$ cat src/rtl/prefetch_queue_controller.sv
// prefetch_queue_controller: BIU sequencer filling the 6-byte prefetch FIFO over a shared 16-bit bus
module prefetch_queue_controller #(
    parameter int DEPTH = 6,
    parameter int WIDTH_COUNT = 3,
    parameter int WIDTH_ADDRESS = 20,
    parameter logic [WIDTH_ADDRESS-1:0] RESET_ADDRESS = 20'hFFFF0
) (
    input  logic                     clock,
    input  logic                     reset,
    input  logic [WIDTH_COUNT-1:0]   fifo_count,
    output logic                     fifo_write_enable,
    output logic [7:0]               fifo_write_data,
    output logic                     fifo_clear,
    input  logic                     flush,
    input  logic [WIDTH_ADDRESS-1:0] flush_address,
    input  logic                     eu_bus_request,
    output logic                     eu_bus_grant,
    output logic                     bus_request,
    output logic [WIDTH_ADDRESS-1:0] bus_address,
    input  logic                     bus_ready,
    input  logic [15:0]              bus_read_data,
    output logic [WIDTH_ADDRESS-1:0] fetch_address
);
    typedef enum logic [2:0] {IDLE, FETCH, PUSH_LO, PUSH_HI, EU_OWN} state_t;
    state_t state_q, state_d;
    logic [WIDTH_ADDRESS-1:0] ptr_q, ptr_d, bus_address_q, bus_address_d;
    logic [15:0] word_q, word_d;
    logic [7:0] fifo_write_data_q, fifo_write_data_d;
    logic fifo_write_enable_q, fifo_write_enable_d;
    logic fifo_clear_q, fifo_clear_d;
    logic eu_bus_grant_q, eu_bus_grant_d;
    logic bus_request_q, bus_request_d;
    logic can_fetch;
    // an odd pointer only consumes the high byte of its word
    assign can_fetch = int'(fifo_count) + (ptr_q[0] ? 1 : 2) <= DEPTH;
    always_comb begin
        state_d = state_q;
        ptr_d = ptr_q;
        word_d = word_q;
        case (state_q)
            IDLE:    state_d = eu_bus_request ? EU_OWN : can_fetch ? FETCH : IDLE;
            FETCH: begin
                if (bus_ready) begin
                    word_d = bus_read_data;
                    state_d = ptr_q[0] ? PUSH_HI : PUSH_LO;
                end
            end
            PUSH_LO: begin
                ptr_d = ptr_q + WIDTH_ADDRESS'(1);
                state_d = PUSH_HI;
            end
            PUSH_HI: begin
                ptr_d = ptr_q + WIDTH_ADDRESS'(1);
                state_d = IDLE;
            end
            EU_OWN:  state_d = eu_bus_request ? EU_OWN : IDLE;
            default: state_d = IDLE;
        endcase
        if (flush) begin
            ptr_d = flush_address;
            state_d = state_q == EU_OWN ? EU_OWN : IDLE;
        end
        fifo_write_enable_d = state_d == PUSH_LO || state_d == PUSH_HI;
        fifo_write_data_d = state_d == PUSH_LO ? word_d[7:0] : state_d == PUSH_HI ? word_d[15:8] : 8'h00;
        fifo_clear_d = flush;
        eu_bus_grant_d = state_d == EU_OWN;
        bus_request_d = state_d == FETCH;
        bus_address_d = bus_request_d ? {ptr_d[WIDTH_ADDRESS-1:1], 1'b0} : '0;
    end
    always_ff @(posedge clock) begin
        if (!reset) begin
            state_q <= IDLE;
            ptr_q <= RESET_ADDRESS;
            word_q <= '0;
            fifo_write_enable_q <= 1'b0;
            fifo_write_data_q <= '0;
            fifo_clear_q <= 1'b0;
            eu_bus_grant_q <= 1'b0;
            bus_request_q <= 1'b0;
            bus_address_q <= '0;
        end else begin
            state_q <= state_d;
            ptr_q <= ptr_d;
            word_q <= word_d;
            fifo_write_enable_q <= fifo_write_enable_d;
            fifo_write_data_q <= fifo_write_data_d;
            fifo_clear_q <= fifo_clear_d;
            eu_bus_grant_q <= eu_bus_grant_d;
            bus_request_q <= bus_request_d;
            bus_address_q <= bus_address_d;
        end
    end
    assign fifo_write_enable = fifo_write_enable_q;
    assign fifo_write_data = fifo_write_data_q;
    assign fifo_clear = fifo_clear_q;
    assign eu_bus_grant = eu_bus_grant_q;
    assign bus_request = bus_request_q;
    assign bus_address = bus_address_q;
    assign fetch_address = ptr_q;
endmodule

$ cat config.mk
export PLATFORM = sky130hd
export DESIGN_NAME = prefetch_queue_controller
export DESIGN_NICKNAME = d
export VERILOG_FILES = /design/src/rtl/prefetch_queue_controller.sv
export SDC_FILE = /design/constraint.sdc
export NUM_CORES = 1
export LEC_CHECK = 0
export CORE_ASPECT_RATIO = 1.75
export CORE_MARGIN = 10
export CORE_UTILIZATION = 45
export CTS_CLUSTER_SIZE = 14
export DETAILED_ROUTE_END_ITERATION = 12
export PLACE_DENSITY = 0.78
export SLEW_MARGIN = 20
export SYNTH_ARGS = -nofsm -noshare
export SYNTH_HDL_FRONTEND = slang
export SYNTH_SLANG_ARGS = --single-unit
export TNS_END_PERCENT = 30
$ cat constraint.sdc
create_clock -name clock -period 6 [get_ports clock]
set_input_delay 0.9 -clock clock [delete_from_list [all_inputs] [get_ports clock]]
set_output_delay 0.9 -clock clock [all_outputs]
set_load 0.005 [all_outputs]
==> flow_summary_export.csv <==
group,metric,value,unit
run_status,outcome,"finished clean",
pwr,leakagePower,0.00160,uW
pwr,peakVddDrop,0.191,mV
critical_path,crit_arrival,3.44,ns
timing,post-route-period-util,53.4,%
global_routing,gr-total-overflow,0,
detailed_routing,initialDrtViolationCount,135,
timing,rsz0062_at_grt,"false",
pwr,intPower,931,uW
critical_path,crit_type,"in -> reg",
place,hpwlAfterDp,6.01,mm
detailed_routing,drc_errors,0,
timing,fin_ws,2.80,ns
pwr,comb_power_share,11.4,%
finish,drive_gt1_share,9.88,%
clock_network,cts.sinks,70,
finish,fillers,544,
finish,final_cell_mix,"clkdlybuf4s50_1 (93), dfxtp_1 (70), nand2_1 (40)",
finish,diodes,0,
hold_path,hold_class,"reg -> reg",
detailed_routing,totalWireLength,8.00,mm
clock_network,cts.repair.resized,0,
critical_path,required,6.24,ns
finish,final_common_cell,"clkdlybuf4s50_1",
synth,synth_largest_area_cell,"dfxtp_1",
clock_network,cts_hold_buf,0,
clock_network,path_clk_slew,0.06,ns
die,core_region_area,6440,sq um
clock_network,cts_setup_buffers,0,
synth,synth_top_area_share,47.5,%
pwr,seq_power_share,41.2,%
clock_network,cts_tree,"done",
finish,seq_area,1400,sq um
place,gp_congestion,0.812,
place,io_buffers,94,
timing,timing.final.hold_violations,0,
detailed_routing,viasPerCell,5.17,
die,initial_core_util,45.8,%
global_routing,antenna_found_initial,0,
synth,synth_area_leaders,"dfxtp_1 (48%), mux2i_1 (5.1%), nand2_1 (5.1%)",
detailed_routing,wl_per_cell,16.4,um
clock_network,htreeDepth,3,
global_routing,grt_pass1_wl,12.7,mm
die,dieHeight,127,um
die,dieArea,10300,sq um
critical_path,crit_fanout,20,
die,io_pins,96,
detailed_routing,first_pass_iters,4,
timing,fin_setup_tns,0,ns
synth,synth-seq-area-share,47.5,%
synth,ys_async_sr_fraction,0,%
synth,ys_ff_latch,70,
pwr,p_switching,277,uW
finish,syn_to_final_growth,43.4,%
timing,max-slew-margin-rel,37.5,%
synth,synth.distinct_cells,45,
synth,syn_inst,313,
timing,worst_pin_slew,0.937,ns
job,drv_cap,0,
synth,synth-edff-count,0,
critical_path,end_kind,"flop",
finish,final_nets,448,
timing,hold_slack,0.473,ns
timing,period_minus_slack,3.20,ns
timing,fmax,312,MHz
timing,report.final.slew_viol_count,0,
die,die_x,81.2,um
synth,yosysWarnings,0,
critical_path,start_kind,"primary input",
detailed_routing,drtAntennaViolNets,0,
pwr,netSwitchingFraction,22.9,%
synth,syn_nets,361,
die,rows,39,
global_routing,grt_start_max_net_pins,52,
clock_network,tritoncts.num_buffers,9,
clock_network,cts.path.max_buffers,2,
place,dp_slack,2.44,ns
global_routing,grt_usage,15.6,%
timing,setup_viol,0,
detailed_routing,vias,2520,
clock_network,cts_root_buffer,"clkbuf_16",
synth,synth_area,2950,sq um
timing,clock_skew,0.00516,ns
clock_network,clk_latency,0.33,ns
pwr,power_frac_clock,47.5,%
finish,multi_input_area,1420,sq um
global_routing,grt_pass1_vias,2635,
pwr,p_per_area,286,nW/um^2
synth,synth_ff_type,"dfxtp_1",
synth,postSynthAreaPerCell,9.42,sq um
## registers in the layout, indices dropped and copies added, names as in the netlist
register and cells:
bus_address 19, state_q 3, fetch_address 20, word_q 16, eu_bus_grant 1, fifo_write_enable 1
fifo_write_data 8, bus_request 1, fifo_clear 1
## power by group through the flow
| stage | sequential (uW) | clock, uW | combinational [uW] |
|---|---|---|---|
| final | 497 | 574 | 137 |
| after global routing | 499 | 595 | 150 |
| after CTS | 497 | 579 | 139 |
| after detailed placement | 507 | 0 | 137 |
| after global placement | 507 | 0 | 135 |
| after floorplan | 505 | 0 | 67.8 |
## cell type report
type / instances / share of cell area, %
Inverter: 7 / 0.621
Tap cell: 82 / 2.43
Multi-Input combinational cell: 216 / 33.6
Clock buffer: 11 / 5.74
Sequential cell: 70 / 33.1
Clock inverter: 5 / 1.95
Timing Repair Buffer: 96 / 22.5
## synthesized netlist by cell type (all sizes together), types with 7 or more instances
library cell and count:
a211oi 11, a21oi 7, buf 9, clkbuf 11
dfxtp 70, mux2i 15, nand2 40, nand3 21
nor2 36, o211ai 10, o21ai 18, xnor2 9
xor2 10
## kinds of logic (layout without fill, tap and decap cells)
logic type | after synthesis | after routing | synth area share [%]
simple gates | 128 | 128 | 22.2
flops | 70 | 70 | 47.5
compound gates | 49 | 49 | 13.1
buf+inv | 27 | 119 | 4.41
xor+xnor | 19 | 19 | 5.65
mux | 15 | 15 | 5.09
fa+ha+maj | 4 | 4 | 1.95
other cells | 1 | 1 | 0.127
## critical path, cell delays in order
cell,delay [ns]
clkdlybuf4s50_1,0.40
ha_1,0.22
fa_1,0.38
xnor2_1,0.18
o221ai_2,0.12
a211oi_2,0.22
buf_4,0.25
o2111ai_4,0.43
a211oi_2,0.32
## final timing paths
check,start,endpoint,slack (ns),cells past startpoint
hold reg to reg,word_q[9],word_q[9],0.47,2
setup / recovery,fifo_count[0],bus_address[6],2.80,9
setup reg to reg,fetch_address[0],bus_address[6],3.33,8
hold / removal,word_q[9],word_q[9],0.47,2
## metrics by stage
step                      std cells  util, %  power [uW]  instance area, sq um
final                           487     65.6        1210                  4230
after global routing            487     65.6        1240                  4230
after CTS                       487     65.6        1220                  4220
after detailed placement        471     60.5         645                  3900
after global placement          471     60.5         642                  3900
after floorplan                 313        -         573                  2950
## routing by layer
metal	global-route usage [%]	part of all wire, %
met1	15.6	37
met2	28.1	53
met3	5.90	8.9
met4	5.94	1.6
met5	0	0
(Power assumes the default switching activity.)
